File: src/rtl/imm_gen_pkg.sv
// Shared decode definitions for the immediate-generation stage.
// Holds opcodes, CSR funct3 codes, immediate format codes and the pipeline entry type.
package imm_gen_pkg;

    localparam int MAX_XLEN = 64;

    localparam logic [6:0] OPC_LOAD    = 7'b0000011;
    localparam logic [6:0] OPC_FLOAD   = 7'b0000111;
    localparam logic [6:0] OPC_MISCMEM = 7'b0001111;
    localparam logic [6:0] OPC_OPIMM   = 7'b0010011;
    localparam logic [6:0] OPC_AUIPC   = 7'b0010111;
    localparam logic [6:0] OPC_STORE   = 7'b0100011;
    localparam logic [6:0] OPC_FSTORE  = 7'b0100111;
    localparam logic [6:0] OPC_AMO     = 7'b0101111;
    localparam logic [6:0] OPC_OP      = 7'b0110011;
    localparam logic [6:0] OPC_LUI     = 7'b0110111;
    localparam logic [6:0] OPC_BRANCH  = 7'b1100011;
    localparam logic [6:0] OPC_JALR    = 7'b1100111;
    localparam logic [6:0] OPC_JAL     = 7'b1101111;
    localparam logic [6:0] OPC_SYSTEM  = 7'b1110011;

    localparam logic [2:0] F3_CSRRWI = 3'b101;
    localparam logic [2:0] F3_CSRRSI = 3'b110;
    localparam logic [2:0] F3_CSRRCI = 3'b111;

    typedef enum logic [2:0] {
        IMM_NONE = 3'd0,
        IMM_I    = 3'd1,
        IMM_S    = 3'd2,
        IMM_B    = 3'd3,
        IMM_U    = 3'd4,
        IMM_J    = 3'd5,
        IMM_Z    = 3'd6
    } imm_type_t;

    // Fields are sized for the widest datapath; narrower builds use the low XLEN bits.
    typedef struct packed {
        logic [MAX_XLEN-1:0] imm;
        imm_type_t           imm_type;
        logic [MAX_XLEN-1:0] target;
        logic                illegal;
    } entry_t;

endpackage

File: src/rtl/imm_decode.sv
// Combinational immediate decoder: instruction + PC to one pipeline entry.
// Everything is computed at 64 bits; the low XLEN bits equal the XLEN-wide result.
module imm_decode
    import imm_gen_pkg::*;
#(
    parameter int XLEN   = 32,
    parameter int FP_EN  = 1,
    parameter int CSR_EN = 1
) (
    input  logic [31:0]     instr,
    input  logic [XLEN-1:0] pc,
    output entry_t          entry
);

    logic [6:0]  opcode;
    logic [2:0]  funct3;
    logic [63:0] pc64;
    logic [63:0] imm_i;
    logic [63:0] imm_s;
    logic [63:0] imm_b;
    logic [63:0] imm_u;
    logic [63:0] imm_j;
    logic [63:0] imm_z;

    assign opcode = instr[6:0];
    assign funct3 = instr[14:12];
    assign pc64   = 64'(pc);

    assign imm_i = {{52{instr[31]}}, instr[31:20]};
    assign imm_s = {{52{instr[31]}}, instr[31:25], instr[11:7]};
    assign imm_b = {{51{instr[31]}}, instr[31], instr[7], instr[30:25], instr[11:8], 1'b0};
    assign imm_u = {{32{instr[31]}}, instr[31:12], 12'b0};
    assign imm_j = {{43{instr[31]}}, instr[31], instr[19:12], instr[20], instr[30:21], 1'b0};
    assign imm_z = {59'b0, instr[19:15]};

    logic [63:0] imm64;
    imm_type_t   typ;
    logic        illegal;
    logic        use_target;

    always_comb begin
        imm64      = '0;
        typ        = IMM_NONE;
        illegal    = 1'b0;
        use_target = 1'b0;
        if (instr[1:0] != 2'b11) begin
            illegal = 1'b1;
        end else begin
            case (opcode)
                OPC_LOAD, OPC_OPIMM, OPC_JALR: begin
                    typ   = IMM_I;
                    imm64 = imm_i;
                end
                OPC_FLOAD: begin
                    if (FP_EN != 0) begin
                        typ   = IMM_I;
                        imm64 = imm_i;
                    end else begin
                        illegal = 1'b1;
                    end
                end
                OPC_STORE: begin
                    typ   = IMM_S;
                    imm64 = imm_s;
                end
                OPC_FSTORE: begin
                    if (FP_EN != 0) begin
                        typ   = IMM_S;
                        imm64 = imm_s;
                    end else begin
                        illegal = 1'b1;
                    end
                end
                OPC_BRANCH: begin
                    typ        = IMM_B;
                    imm64      = imm_b;
                    use_target = 1'b1;
                end
                OPC_LUI: begin
                    typ   = IMM_U;
                    imm64 = imm_u;
                end
                OPC_AUIPC: begin
                    typ        = IMM_U;
                    imm64      = imm_u;
                    use_target = 1'b1;
                end
                OPC_JAL: begin
                    typ        = IMM_J;
                    imm64      = imm_j;
                    use_target = 1'b1;
                end
                OPC_SYSTEM: begin
                    // Without CSR support SYSTEM is still a known opcode, just immediate-free.
                    if (CSR_EN != 0) begin
                        case (funct3)
                            F3_CSRRWI, F3_CSRRSI: begin
                                typ   = IMM_Z;
                                imm64 = imm_z;
                            end
                            F3_CSRRCI: begin
                                typ   = IMM_Z;
                                imm64 = ~imm_z;
                            end
                            default: ;
                        endcase
                    end
                end
                OPC_OP, OPC_MISCMEM, OPC_AMO: ;
                default: illegal = 1'b1;
            endcase
        end
    end

    always_comb begin
        entry          = '0;
        entry.imm      = imm64;
        entry.imm_type = typ;
        entry.target   = use_target ? (pc64 + imm64) : 64'd0;
        entry.illegal  = illegal;
    end

endmodule

File: src/rtl/imm_gen_pipe.sv
// Registered immediate-generation stage with a 2-entry skid buffer.
// main_reg drives the outputs; skid_reg absorbs one extra entry under backpressure.
module imm_gen_pipe
    import imm_gen_pkg::*;
#(
    parameter int XLEN   = 32,
    parameter int FP_EN  = 1,
    parameter int CSR_EN = 1
) (
    input  logic            iCLK,
    input  logic            iRST,
    input  logic            iValid,
    output logic            oReady,
    input  logic [31:0]     iInstr,
    input  logic [XLEN-1:0] iPC,
    output logic            oValid,
    input  logic            iReady,
    output logic [XLEN-1:0] oImm,
    output logic [2:0]      oImmType,
    output logic [XLEN-1:0] oTarget,
    output logic            oIllegal
);

    typedef enum logic [1:0] {
        ST_EMPTY = 2'd0,
        ST_ONE   = 2'd1,
        ST_TWO   = 2'd2
    } state_t;

    state_t state_reg;
    entry_t main_reg;
    entry_t skid_reg;
    entry_t dec_entry;
    logic   in_xfer;
    logic   out_xfer;

    imm_decode #(
        .XLEN   (XLEN),
        .FP_EN  (FP_EN),
        .CSR_EN (CSR_EN)
    ) u_decode (
        .instr (iInstr),
        .pc    (iPC),
        .entry (dec_entry)
    );

    assign oReady   = (state_reg != ST_TWO) && !iRST;
    assign oValid   = (state_reg != ST_EMPTY);
    assign in_xfer  = iValid && oReady;
    assign out_xfer = oValid && iReady;

    always_ff @(posedge iCLK) begin
        if (iRST) begin
            state_reg <= ST_EMPTY;
            main_reg  <= '0;
            skid_reg  <= '0;
        end else begin
            case (state_reg)
                ST_EMPTY: begin
                    if (in_xfer) begin
                        main_reg  <= dec_entry;
                        state_reg <= ST_ONE;
                    end
                end
                ST_ONE: begin
                    if (in_xfer && !out_xfer) begin
                        skid_reg  <= dec_entry;
                        state_reg <= ST_TWO;
                    end else if (in_xfer && out_xfer) begin
                        main_reg  <= dec_entry;
                    end else if (out_xfer) begin
                        state_reg <= ST_EMPTY;
                    end
                end
                ST_TWO: begin
                    // Input is blocked here, so the only move is skid -> main.
                    if (out_xfer) begin
                        main_reg  <= skid_reg;
                        state_reg <= ST_ONE;
                    end
                end
                default: state_reg <= ST_EMPTY;
            endcase
        end
    end

    assign oImm     = main_reg.imm[XLEN-1:0];
    assign oImmType = main_reg.imm_type;
    assign oTarget  = main_reg.target[XLEN-1:0];
    assign oIllegal = main_reg.illegal;

    generate
        if (XLEN < MAX_XLEN) begin : g_narrow
            logic unused_hi;
            assign unused_hi = ^{main_reg.imm[MAX_XLEN-1:XLEN], main_reg.target[MAX_XLEN-1:XLEN]};
        end
    endgenerate

endmodule
File: config.mk
export PLATFORM = sky130hd
export DESIGN_NAME = imm_gen_pipe
export DESIGN_NICKNAME = d
export VERILOG_FILES = /design/src/rtl/imm_gen_pkg.sv /design/src/rtl/imm_decode.sv /design/src/rtl/imm_gen_pipe.sv
export SDC_FILE = /design/constraint.sdc
export NUM_CORES = 1
export LEC_CHECK = 0
export CAP_MARGIN = 15
export CORE_MARGIN = 10
export CORE_UTILIZATION = 58
export DETAILED_ROUTE_END_ITERATION = 16
export PLACE_DENSITY = 0.87
export SLEW_MARGIN = 25
export SYNTH_ARGS = -nofsm -noshare
export SYNTH_HDL_FRONTEND = slang
export SYNTH_SLANG_ARGS = --single-unit
File: constraint.sdc
create_clock -name iCLK -period 11.3 [get_ports iCLK]
set_input_delay 1.695 -clock iCLK [delete_from_list [all_inputs] [get_ports iCLK]]
set_output_delay 1.695 -clock iCLK [all_outputs]
set_load 0.1 [all_outputs]
# Yosys cells after proc, flatten, opt, wreduce, memory -nomap -nowiden
# Cells that the tools add are included.
# totals
inputBits	68
ram_bits	0
register_bits	170
latch_bits	0
rom_bits	0
output_inout_bits	70
n_memories	0
wordCells	80
# classes
multipliers	0
eq_ne	27
shift	0
n_lt_le_gt_ge	0
n_mux	22
add_sub_neg	1
bitwise_logic	1
div_mod_pow	0
n_reduce_logical	20
# op_table
operator	count
100-bit two-way mux	4
64-bit one-hot mux with 6 select lines	1
100-bit one-hot mux with 3 select lines	1
64-bit two-way mux	2
64-bit one-hot mux with 2 select lines	1
32-bit by 64-bit adder with 64-bit output	1
5-bit NOT with 64-bit output	1
7-bit by 6-bit == test with 1-bit output, second input constant	5
7-bit == test, second input constant	4
3-bit one-hot mux with 6 select lines	1
7-bit by 5-bit == test with 1-bit output, second input constant	2
14-bit OR reduction	1
2-bit != test, second input constant	6
2-bit two-way mux	5
3-bit == test, second input constant	3
7-bit by 2-bit == test with 1-bit output, second input constant	1
7-bit by 3-bit == test with 1-bit output, second input constant	1
7-bit by 4-bit == test with 1-bit output, second input constant	1
3-bit two-way mux	2
3-bit != test, second input constant	2
2-bit one-hot mux with 3 select lines	1
2-bit OR reduction	3
3-bit OR reduction	2
1-bit logical AND	5
11 further kinds	15

# Depth between registers and ports, before layout
# Gate-level depths: netlist (run 1).
# depth
word_depth	10
depth_mapped	21
ltp_nobuf	17

# Cells and area by module
# A second synthesis (run 1) with hierarchy kept.
# unflattened
hier_cells	1153
hier_area_um2	9303.9
# by_module_without_submodules
module	area_per_inst_um2	cells_per_inst	seq_area_each_um2	instances
imm_gen_pipe	6035.8	651	2762.6	1
imm_decode	3268.1	502	0.0	1

# Least setup slack after synthesis (run 1)
# Ideal clock, no wire load.
# synth_timing
path_kind	input to register
from	input iInstr[5]
to	register main_reg (netlist bit oTarget[31])
path_slack_ps	6015
required_ps	11168
stages	21
arrival_ps	5153
cell_sequence	buf_2 nor2b_1 a31oi_1 nor2_1 or2_1 buf_2 a21o_1 buf_2 a21oi_1 inv_1 ha_1 clkbuf_1 nand2_1 a211oi_1 a211oi_1 nor2_1 or4_1 a21oi_1 xnor2_1 a221oi_2 nor3_1
# synth_rtl
element	line	source
start, declared	imm_gen_pipe.sv:14	input logic [31:0] iInstr,
end signal, assigned	imm_gen_pipe.sv:61	main_reg <= dec_entry;
end signal, assigned	imm_gen_pipe.sv:70	main_reg <= dec_entry;
end signal, assigned	imm_gen_pipe.sv:78	main_reg <= skid_reg;
end, declared	imm_gen_pipe.sv:31	entry_t main_reg;

==> results of run 1 <==
cell usage after synthesis, drive strengths merged, types with 3 or more instances:
cell type / instances
o21bai: 6
or2: 4
a211oi: 68
dfxtp: 138
ha: 31
nand3b: 3
a211o: 3
nand4: 5
nor3: 34
a311oi: 12
a22oi: 9
nand2b: 3
a21o: 15
a31oi: 11
and2: 4
nor3b: 6
buf: 10
nor2: 201
a221o: 5
a2111oi: 4
o21a: 4
nor2b: 8
or3: 6
a221oi: 13
nand2: 88
xor2: 17
clkbuf: 67
xnor2: 14
o21ai: 29
o211ai: 7
nand3: 21
a21oi: 127
inv: 33
logic make-up (layout without fill, tap and decap cells):
group                    after synthesis  in the layout  share of synthesized area
adder cells (fa/ha/maj)               32             32                     0.0522
flip-flops                           138            138                      0.354
AND/OR/NAND/NOR                      392            392                      0.219
AO/OA/AOI/OAI                        332            332                      0.281
multiplexers                           2              2                    0.00256
XOR/XNOR                              31             31                     0.0357
buffers and inverters                111            212                     0.0553
final cells by class:
cell class | instances | share of cell area
multi-input combinational | 789 | 0.470
sequential | 138 | 0.280
timing repair buffer | 146 | 0.148
clock buffer | 22 | 0.0471
tap | 176 | 0.0223
clock inverter | 10 | 0.0192
inverter | 34 | 0.0129
final timing paths:
check        slack (ns)           end
max                5.22   oTarget[31]
min                0.46   skid_reg[1]
min reg2reg        0.46   skid_reg[1]
max reg2reg        8.71  skid_reg[27]
where the power goes:
group,total (W),switching [W],internal (W)
clock,0.000624,0.000220,0.000404
sequential,0.000513,0.00000968,0.000503
combinational,0.000298,0.000209,0.0000891
total,0.00144,0.000439,0.000996
stage by stage:
stage / util / cells / setup slack, ns / hold WS (ns)
6_report: 0.747 / 1315 / 5.22 / 0.457
3_5_place_dp: 0.695 / 1282 / 4.82 / 0.447
5_1_grt: 0.747 / 1315 / 4.81 / 0.475
3_3_place_gp: 0.695 / 1282 / 4.90 / 0.440
2_1_floorplan: - / 1038 / 6.02 / 0.431
4_1_cts: 0.745 / 1314 / 5.25 / 0.456
routing by layer:
metal	up-vias	GRT usage	wire (µm)
met5	-	0	0
met4	0	0.104	808
met3	58	0.0720	2560
met2	479	0.396	11200
met1	3743	0.353	10700
li1	3887	-	-
worst reg2reg max path: cells and delay by family, from the launching register on:
| kind | cells | cell delay (ns) |
|---|---|---|
| buffers and inverters | 1 | 0.32 |
| AOI/OAI and AO/OA | 1 | 0.20 |
| DFF | 1 | 0.38 |
| and+or+nand+nor | 4 | 1.62 |
==> metrics.csv, run 1 <==
stage,metric,value,unit
outcome,status,"complete, no violations",
global_route,total gr overflow,0,
cts,CTS resizes,0,
worst_setup_path,CP max-delay cell,or4_1,
cts,CTS Root Cell,clkbuf_16,
routing,via/cell ratio,6.21,
yosys,Syn. warnings,0,
placed_design,Area after DPL,9170,µm²
yosys,Most used DFF post-synth,dfxtp_1,
pwr,P per Cell Area,146,nW/µm²
worst_setup_path,Critical Path RT,11.58,ns
worst_setup_path,WS Path Type,input port to register,
global_route,first-pass GRT wire length,39200,µm
routing,DRT iter0 DRCs,914,
global_route,largest net degree at the start of global routing,86,
min_path,Hold Startpoint,skid_reg[1],
cts,CTS sink count,138,
final_layout,Fillers,1008,
floorplanning,core area,13200,µm²
timing,RSZ-0062 raised after global routing,no,
final_layout,P&R area growth vs syn,26.2,%
floorplanning,Die ar.,18500,µm²
final_layout,"commonest non-fill, non-tap cell in the layout",nor2_1,
pwr,VDD IR max,0.0990,mV
min_path,hold depth,2,
worst_setup_path,CP max stage delay,0.72,ns
worst_setup_path,Levels on crit path,17,
floorplanning,initial core utilization,0.592,
timing,Post-Route Setup TNS,0,ns
worst_setup_path,crit path max fanout,12,
final_layout,max reg flops,68,
routing,drc violations,0,
cts,Bufs on Longest Clock Path,2,
yosys,"EDFF count, synth",0,
final_layout,layout cell share with drive strength beyond 1,0.0509,
pwr,total power,0.00144,W
yosys,"flops & latches, synth",138,
worst_setup_path,crit end category,register,
placed_design,PortBufs,137,
worst_setup_path,WP data arrival,6.37,ns
worst_setup_path,r2r worst-path depth,6,
routing,Post-DRT Antenna Nets,0,
final_layout,Diodes inserted,0,
min_path,Hold/Removal Path Class,register to register,
worst_setup_path,type of origin of the critical path,input port,
cts,CTS tree,built,
yosys,"Net Count, Synth",1138,
timing,max-slew violations,0,
routing,DR vias,8167,
timing,final cycle utilization of the critical path,0.538,
pwr,leakage,3.93,nW
yosys,syn avg cell area,7.52,µm²
worst_setup_path,CP top delay family,simple AND/OR/NAND/NOR gates,
cts,"Reg clk slew, reported paths",0.06,ns
final_layout,most frequent cells in the layout,"nor2_1 (200), dfxtp_1 (138), clkdlybuf4s50_1 (136), a21oi_1 (125), nand2_1 (87)",
timing,worst slew pin tran,1.06,ns
yosys,"Seq/Total Area, Yosys",0.354,
flow_run,Max Cap Viol,0,
floorplanning,io pins,138,
timing,"Hold Vio Cnt, Final",0,
timing,Max Clock Skew,0.00660,ns
final_layout,post-route cell area,9860,µm²
routing,DRT Wirelength,25300,µm
worst_setup_path,CP startpoint,iInstr[3],
global_route,vias in the first global route,7424,
floorplanning,Site Rows,42,
cts,"Clk Latency, worst-skew pair",0.44,ns
cts,H-tree depth,4,
timing,Achievable Freq,164,MHz
yosys,Synth area leaders,"dfxtp_1 (35%), nor2_1 (9.6%), a21oi_1 (8.1%)",
timing,final setup violation count,0,
cts,# Post-CTS Setup Buffers,0,
yosys,top cell type by total area after synthesis,dfxtp_1,
routing,DRT Pass-1 Iters,5,
yosys,Cells after Synth,1038,
yosys,Synth top area share,0.354,
worst_setup_path,CP Cell Sequence,clkdlybuf4s50_1 -> nand3b_1 -> or4_1 -> nor2_8 -> a21o_1 -> a21oi_1 -> inv_1 -> ha_1 -> nand2_1 -> a211oi_1 -> a211oi_1 -> nor2_1 -> or4_1 -> a21oi_1 -> xnor2_1 -> a221oi_2 -> nor3_1,
yosys,"Distinct cells, synth",68,
timing,normalized max-slew margin,0.294,
global_route,initial antenna violation count,0,
floorplanning,die height,136,µm
cts,"Hold-fix buffers, CTS",0,
yosys,Mapped Area,7810,µm²
worst_setup_path,reg2reg start,state_reg[1],
final_layout,Multi-input gate area,4640,µm²
placed_design,dpl hpwl,17800,µm
placed_design,Placer Congestion,0.968,
routing,wire per inst,19.3,µm
yosys,"Async S/R FF share, synth",0,
floorplanning,die width,136,µm
final_layout,FF/Latch Area,2760,µm²
final_layout,final net count,1226,
worst_setup_path,Worst Path Buf+Inv,2,
global_route,GRT Resource Usage Total,0.264,
timing,fin crit period,6.08,ns
cts,total CTS buffers,17,
Power figures use the tool's default switching activity.
==> inputs of run 2 (changes only) <==
Settings changed: CORE_UTILIZATION 58 to 54, PLACE_DENSITY 0.87 to 0.82.
Clock period 11.3 ns to 5.6 ns, I/O delays scaled along.
==> metrics.csv, run 2 (synthesis gave the netlist of run 1 again) <==
stage,metric,value,unit
final_layout,Fillers,1134,
timing,max-slew violations,0,
timing,worst slew pin tran,1.01,ns
routing,via/cell ratio,6.12,
worst_setup_path,reg2reg start,state_reg[1],
cts,total CTS buffers,17,
timing,Max Clock Skew,0.00711,ns
cts,"Clk Latency, worst-skew pair",0.43,ns
pwr,clock share of power,0.395,
routing,DR vias,8237,
routing,Post-DRT Antenna Nets,0,
pwr,leakage,4.01,nW
final_layout,most frequent cells in the layout,"nor2_1 (200), dfxtp_1 (138), clkdlybuf4s50_1 (136), a21oi_1 (125), nand2_1 (87)",
timing,Achievable Freq,197,MHz
routing,DRT Wirelength,26600,µm
routing,DRT Pass-1 Iters,5,
placed_design,Post-Place Worst Slack,0.145,ns
routing,DRT iter0 DRCs,912,
worst_setup_path,WP data arrival,5.36,ns
timing,"Hold Vio Cnt, Final",0,
pwr,switching pwr,0.000942,W
final_layout,P&R area growth vs syn,27.2,%
final_layout,layout cell share with drive strength beyond 1,0.0747,
timing,normalized max-slew margin,0.324,
routing,drc violations,0,
timing,Post-Route Setup TNS,0,ns
global_route,initial antenna violation count,0,
global_route,total gr overflow,0,
final_layout,max reg flops,68,
cts,# Post-CTS Setup Buffers,0,
cts,H-tree depth,4,
final_layout,"commonest non-fill, non-tap cell in the layout",nor2_1,
worst_setup_path,CP startpoint,iInstr[5],
floorplanning,Die ar.,19700,µm²
final_layout,"Core Util, Final",0.707,
global_route,GRT Resource Usage Total,0.261,
global_route,first-pass GRT wire length,41700,µm
cts,CTS resizes,0,
cts,CTS sink count,138,
placed_design,Placer Congestion,0.960,
cts,"Hold-fix buffers, CTS",0,
cts,CTS Root Cell,clkbuf_16,
final_layout,Diodes inserted,0,
timing,RSZ-0062 raised after global routing,no,
cts,CTS tree,built,
min_path,Hold/Removal Path Class,register to register,
pwr,total power,0.00273,W
timing,fin crit period,5.07,ns
worst_setup_path,crit path max fanout,10,
min_path,Hold Startpoint,skid_reg[8],
floorplanning,io pins,138,
routing,wire per inst,19.8,µm
floorplanning,initial core utilization,0.556,
cts,"Reg clk slew, reported paths",0.07,ns
flow_run,Max Cap Viol,0,
floorplanning,core area,14000,µm²
global_route,vias in the first global route,7573,
floorplanning,Site Rows,43,
outcome,status,"complete, no violations",
floorplanning,die height,140,µm
global_route,largest net degree at the start of global routing,87,
final_layout,final net count,1252,
worst_setup_path,Critical Path RT,5.89,ns
placed_design,PortBufs,137,
worst_setup_path,crit end category,register,
placed_design,dpl hpwl,19500,µm
pwr,VDD IR max,0.219,mV
pwr,P per Cell Area,274,nW/µm²
pwr,switching share of power,0.346,
timing,setup ws final,0.529,ns
cts,Bufs on Longest Clock Path,2,
worst_setup_path,type of origin of the critical path,input port,
pwr,Reg power frac,0.379,
pwr,Pint,0.00178,W
worst_setup_path,WS Path Type,input port to register,
timing,final setup violation count,0,
floorplanning,die width,140,µm
pwr,Combinational Power Share,0.226,
timing,final cycle utilization of the critical path,0.906,
run 2: cell types whose count changed in the layout (fill, tap and decap cells not counted), moves of 2 or more:
cell	delta
buf_4	+27
inv_8	+5
inv_6	+3
bufinv_16	-5
clkbuf_8	-2
clkbuf_1	-3
clkinv_2	+3
run 2: critical path, stage by stage:
cell	delay [ns]
clkdlybuf4s50_1	0.69
nand2_2	0.09
or4_1	0.66
nor2_8	0.24
a31o_4	0.19
a21oi_1	0.08
inv_1	0.07
ha_1	0.33
a21oi_1	0.31
o21ai_1	0.14
a21o_1	0.22
a211o_1	0.29
a21oi_1	0.29
o22ai_1	0.15
or3_1	0.37
a311oi_1	0.32
nor3_1	0.07
run 2: layout make-up:
type                    instances  area, µm²  area share
well taps                     180        225      0.0227
repair buffers                172       1630       0.164
multi-input cells             789       4630       0.466
inverters                      34        128      0.0128
clock inverters                15        129      0.0130
clock buffers                  17        425      0.0428
flip-flops and latches        138       2760       0.278
run 2: path summary, 6_finish.rpt:
| check | slack, ns | endpoint | depth (start not counted) |
|---|---|---|---|
| worst max-delay path | 0.53 | oTarget[29] | 17 |
| worst min-delay path | 0.46 | skid_reg[8] | 2 |
| worst max register to register | 2.70 | skid_reg[95] | 5 |
| worst min register to register | 0.46 | skid_reg[8] | 2 |
run 2: power groups by stage:
stage	Sequential (W)	Clock (W)	Combinational, W
2_1_floorplan	0.00123	0	0.000232
3_3_place_gp	0.00105	0	0.000607
3_5_place_dp	0.00105	0	0.000607
4_1_cts	0.00103	0.00109	0.000610
5_1_grt	0.00104	0.00113	0.000650
6_report	0.00103	0.00108	0.000615
run 2: metal layers:
| layer | part of all wire | global-route usage | up-vias |
|---|---|---|---|
| met5 | 0 | 0 | - |
| met4 | 0.016 | 0.0690 | 0 |
| met3 | 0.10 | 0.0801 | 32 |
| met2 | 0.44 | 0.382 | 434 |
| met1 | 0.44 | 0.362 | 3837 |
| li1 | - | - | 3934 |
run 2: metrics by stage:
stage          area (µm²)  hold slack [ns]  std cells
4_1_cts              9930            0.455       1345
2_1_floorplan        7810            0.431       1038
3_3_place_gp         9380            0.441       1313
5_1_grt              9930            0.469       1345
6_report             9930            0.456       1345
3_5_place_dp         9380            0.447       1313
